File: src/rtl/uart_cmd_decoder.sv
// uart_cmd_decoder
// Turns command bytes from the UART receiver into one-hot virtual button
// pulses for the watch main controller. Each press is stretched to
// PULSE_CYCLES, followed by GAP_CYCLES of all-zero output. One further press
// can wait in a pending slot. Unknown bytes and dropped presses are flagged.
// Optional build macro: UART_CMD_LOWERCASE_EN folds ASCII lowercase letters to
// uppercase before the key match.
module uart_cmd_decoder #(
    parameter int                   N_BTN        = 4,
    parameter logic [N_BTN*8-1:0]   KEY_MAP      = 32'h55444C52,
    parameter int                   PULSE_CYCLES = 1,
    parameter int                   GAP_CYCLES   = 1
) (
    input  logic             clk,
    input  logic             rst,
    input  logic             sel,
    input  logic [7:0]       rx_data,
    input  logic             rx_done,
    output logic [N_BTN-1:0] o_btn,
    output logic             o_busy,
    output logic             o_unknown,
    output logic             o_overflow
);

    localparam int MAX_CYCLES = (PULSE_CYCLES > GAP_CYCLES) ? PULSE_CYCLES : GAP_CYCLES;
    localparam int CW         = $clog2(MAX_CYCLES + 1);

    localparam logic [CW-1:0]    PULSE_LOAD = CW'(PULSE_CYCLES - 1);
    localparam logic [CW-1:0]    GAP_LOAD   = CW'(GAP_CYCLES - 1);
    localparam logic [N_BTN-1:0] ONE_BTN    = N_BTN'(1);

    typedef enum logic [1:0] {
        IDLE  = 2'd0,
        PULSE = 2'd1,
        GAP   = 2'd2
    } state_t;

    state_t           state_reg, state_next;
    logic [CW-1:0]    cnt_reg, cnt_next;
    logic [N_BTN-1:0] btn_reg, btn_next;
    logic             pend_valid_reg, pend_valid_next;
    logic [N_BTN-1:0] pend_btn_reg, pend_btn_next;
    logic             unknown_reg, unknown_next;
    logic             overflow_reg, overflow_next;

    logic [7:0]       key_byte;
    logic [N_BTN-1:0] hit;
    logic [N_BTN-1:0] match_btn;
    logic             accept;
    logic             acc_hit;
    logic             acc_miss;
    logic             launch_pend;

`ifdef UART_CMD_LOWERCASE_EN
    // 'a'..'z' are matched as 'A'..'Z'; everything else passes through
    assign key_byte = ((rx_data >= 8'h61) && (rx_data <= 8'h7A)) ? (rx_data - 8'h20) : rx_data;
`else
    assign key_byte = rx_data;
`endif

    // One comparator per button against its key in the map
    generate
        for (genvar gi = 0; gi < N_BTN; gi++) begin : g_key_cmp
            assign hit[gi] = (key_byte == KEY_MAP[8*gi +: 8]);
        end
    endgenerate

    // Priority select: scanning downwards lets the lowest matching index win
    always_comb begin
        match_btn = '0;
        for (int i = N_BTN - 1; i >= 0; i--) begin
            if (hit[i]) begin
                match_btn = ONE_BTN << i;
            end
        end
    end

    assign accept      = rx_done & sel;
    assign acc_hit     = accept & (|hit);
    assign acc_miss    = accept & ~(|hit);
    // A queued press is only honoured while the decoder is still selected
    assign launch_pend = pend_valid_reg & sel;

    // Next-state logic: pulse/gap sequencing, pending slot and status flags
    always_comb begin
        state_next      = state_reg;
        cnt_next        = cnt_reg;
        btn_next        = btn_reg;
        pend_valid_next = pend_valid_reg & sel;
        pend_btn_next   = pend_btn_reg;
        unknown_next    = acc_miss;
        overflow_next   = 1'b0;

        case (state_reg)
            IDLE: begin
                btn_next = '0;
                if (acc_hit) begin
                    state_next = PULSE;
                    cnt_next   = PULSE_LOAD;
                    btn_next   = match_btn;
                end
            end

            PULSE: begin
                if (cnt_reg == '0) begin
                    state_next = GAP;
                    cnt_next   = GAP_LOAD;
                    btn_next   = '0;
                end else begin
                    cnt_next = cnt_reg - CW'(1);
                end
                if (acc_hit) begin
                    if (!pend_valid_reg) begin
                        pend_valid_next = 1'b1;
                        pend_btn_next   = match_btn;
                    end else begin
                        overflow_next = 1'b1;
                    end
                end
            end

            GAP: begin
                btn_next = '0;
                if (cnt_reg != '0) begin
                    cnt_next = cnt_reg - CW'(1);
                    if (acc_hit) begin
                        if (!pend_valid_reg) begin
                            pend_valid_next = 1'b1;
                            pend_btn_next   = match_btn;
                        end else begin
                            overflow_next = 1'b1;
                        end
                    end
                end else if (launch_pend) begin
                    // Gap over: fire the queued press, a simultaneous one takes its slot
                    state_next      = PULSE;
                    cnt_next        = PULSE_LOAD;
                    btn_next        = pend_btn_reg;
                    pend_valid_next = acc_hit;
                    if (acc_hit) begin
                        pend_btn_next = match_btn;
                    end
                end else if (acc_hit) begin
                    // Press arriving on the last gap cycle fires directly, as from IDLE
                    state_next = PULSE;
                    cnt_next   = PULSE_LOAD;
                    btn_next   = match_btn;
                end else begin
                    state_next = IDLE;
                end
            end

            default: begin
                state_next      = IDLE;
                cnt_next        = '0;
                btn_next        = '0;
                pend_valid_next = 1'b0;
            end
        endcase
    end

    // State and output registers, cleared asynchronously when rst is low
    always_ff @(posedge clk or negedge rst) begin
        if (!rst) begin
            state_reg      <= IDLE;
            cnt_reg        <= '0;
            btn_reg        <= '0;
            pend_valid_reg <= 1'b0;
            pend_btn_reg   <= '0;
            unknown_reg    <= 1'b0;
            overflow_reg   <= 1'b0;
        end else begin
            state_reg      <= state_next;
            cnt_reg        <= cnt_next;
            btn_reg        <= btn_next;
            pend_valid_reg <= pend_valid_next;
            pend_btn_reg   <= pend_btn_next;
            unknown_reg    <= unknown_next;
            overflow_reg   <= overflow_next;
        end
    end

    assign o_btn      = btn_reg;
    assign o_busy     = (state_reg != IDLE);
    assign o_unknown  = unknown_reg;
    assign o_overflow = overflow_reg;

endmodule

File: config.mk
export PLATFORM = sky130hd
export DESIGN_NAME = uart_cmd_decoder
export DESIGN_NICKNAME = d
export VERILOG_FILES = /design/src/rtl/uart_cmd_decoder.sv
export SDC_FILE = /design/constraint.sdc
export NUM_CORES = 1
export LEC_CHECK = 0
export BUFFER_PORTS_ARGS = -buffer_cell sky130_fd_sc_hd__buf_2
export CORE_ASPECT_RATIO = 0.8
export CORE_MARGIN = 2
export CORE_UTILIZATION = 45
export DETAILED_ROUTE_END_ITERATION = 16
export PLACE_DENSITY = 0.77
export SETUP_SLACK_MARGIN = 0.5
export SLEW_MARGIN = 20
export SYNTH_ARGS = -nofsm -noshare
export SYNTH_HDL_FRONTEND = slang
export SYNTH_SLANG_ARGS = --single-unit
File: constraint.sdc
create_clock -name clk -period 5.39 [get_ports clk]
set_clock_uncertainty 0.2 [all_clocks]
set_input_delay 1.078 -clock clk [delete_from_list [all_inputs] [get_ports clk]]
set_output_delay 1.078 -clock clk [all_outputs]
set_load 0.01 [all_outputs]
==> results.ini <==
[cells_and_area]
drive_gt1_share_pct = 30.30
syn2layout_area_growth_pct = 16.27
mostFrequentLayoutCell = buf_2
fillers = 152
nets = 116
antennaDiodeCount = 0
final_cell_mix = buf_2, dfrtp_1, nand2_1

[clock_network]
post-cts-setup-buffer-count = 0
holdBufCountCts = 0
clockBufferDepth = 2
cts_buffers = 3
cts_resized = 0
clock_sinks = 13
cts.clk_slew.worst_paths_ns = 0.08
cts_root_buf = clkbuf_4
cts_tree = yes
htreeDepth = 1
insertion_delay_ns = 0.28

[synth]
yosysWarningCount = 0
synth_largest_area_cell = dfrtp_1
synth.distinct_cells = 31
ys_seq_area_share_pct = 41.07
ys_ff_latch = 13
synth-edff-count = 0
netlist_instances = 79
yosysTopAreaCellShare_pct = 41.07
async_flop_share_pct = 100.0
syn-cell-area_um2 = 792.0
syn_nets = 95
postSynthAreaPerCell_um2 = 10.03
ys_top_cells_by_area = dfrtp_1, ha_1, mux2_4, nand2_1, nor2_1
synth-main-ff-cell = dfrtp_1

[critical_path]
crit_family = compound AO/OA/AOI/OAI gates
crit_path_cell_trace = buf_2 -> or3b_1 -> a2111o_1 -> a21oi_4 -> mux2_4
critPathBufInv = 1
crit_path_end_kind = register
slowest_stage = a2111o_1
critPathRequiredTime_ns = 5.35
arrival_ns = 2.71
cp-start-kind = primary input
worstSetupPathType = primary input to register
critPathMaxFanout = 6
slowest_delay_ns = 0.51

[place]
port_buffers = 18
dp_hpwl_um = 1282
place.gp.congestion = 0.7602

[die]
coreArea_um2 = 1643
pin_count = 19
initial_core_util_pct = 48.21
num_rows = 13
die-area_um2 = 2114
die_h_um = 41.53
die_w_um = 50.91

[timing]
report.final.slew_viol_count = 0
slew_headroom_pct = 57.33
timing.final.hold_violations = 0
period_needed_ns = 2.750
tightest_slew_ns = 0.6352
rsz0062_at_grt = false
setup-violations-final = 0
fmax_mhz = 363.6
finalCritPeriodShare_pct = 51.02
tns_ns = 0

[min_path]
hold_path.class = register to register

[global_route]
grt_antenna_before_repair = 0
grt_pass1_vias = 612
grt_pass1_wl_um = 2670
grtUsageTotal_pct = 17.49
grt-ovfl-total = 0
grt_max_degree = 14

[drt]
dr.first_iter.drc_count = 19
vias = 685
vias_per_cell = 5.661
final_antenna_net_count = 0
firstDrtPassIters = 4
drt-wirelength-per-cell_um = 13.36
wirelength_um = 1616
drc = 0

[run_status]
status = finished clean

[pwr]
finalPower_uw = 255.6
pwr_density_cell_nw_per_um2 = 277.5
ir_drop_mv = 0.1547
p_leak_uw = 0.0004441

[job]
cap_violations = 0

==> cell usage after synthesis (2+ instances only) <==
master     number
a21oi_1         5
dfrtp_1        13
ha_1            4
inv_1           6
mux2_4          3
nand2_1         8
nand3_1         3
nand4_1         3
nand4bb_1       2
nor2_1          7
nor3_1          3
o21ai_0         3
==> cell type report <==
| class | instances | area, um2 | area share [%] |
|---|---|---|---|
| clock buffer | 4 | 26.28 | 2.853 |
| inverter | 6 | 22.52 | 2.446 |
| multi-input combinational | 58 | 429.2 | 46.60 |
| sequential | 13 | 325.3 | 35.33 |
| tap | 22 | 27.53 | 2.989 |
| timing repair buffer | 18 | 90.09 | 9.783 |
==> path summary, 6_finish.rpt <==
check | start | end | slack [ns] | depth (start not counted)
max | rx_data[1] | pend_btn_reg[2] | 2.64 | 5
min | pend_btn_reg[1] | o_btn[1] | 0.30 | 1
max reg2reg | state_reg[0] | pend_btn_reg[2] | 3.46 | 6
min reg2reg | pend_btn_reg[1] | o_btn[1] | 0.30 | 1
max in group asynchronous | rst | o_btn[3] | 4.29 | 1
min in group asynchronous | rst | o_btn[1] | 0.47 | 1
==> where the power goes <==
group          leakage [uW]  internal, uW  switching [uW]
logic              0.000254          32.5            54.2
clock network     0.0000150          28.7            31.3
registers          0.000175           103            5.57
total              0.000444           164            91.1
==> logic make-up (layout without fill, tap and decap cells) <==
kind of cell,Yosys count,in the layout,synth area share (%)
AND/OR/NAND/NOR,32,32,23.38
AO/OA/AOI/OAI,17,17,16.11
flip-flops,13,13,41.07
buffers and inverters,8,28,4.739
multiplexers,5,5,8.372
adder cells (fa/ha/maj),4,4,6.319
==> stage by stage <==
step / cell area (um2) / util (%) / worst slack (ns) / hold WS, ns / cells
2_1_floorplan: 792.0 / - / 2.488 / 0.2487 / 79
4_1_cts: 920.9 / 56.05 / 2.652 / 0.3065 / 121
5_1_grt: 920.9 / 56.05 / 2.595 / 0.3279 / 121
3_5_place_dp: 894.6 / 54.46 / 2.360 / 0.2956 / 117
3_3_place_gp: 894.6 / 54.46 / 2.383 / 0.2657 / 117
6_report: 920.9 / 56.05 / 2.640 / 0.2997 / 121
==> layer usage <==
layer / up-vias / GRT usage, % / share of wire [%]
met5: - / 0 / 0
met4: 0 / 10.27 / 2.2
met3: 5 / 5.396 / 6.4
met2: 30 / 24.42 / 44
met1: 317 / 23.57 / 47
li1: 333 / - / -
Power figures use the tool's default switching activity.
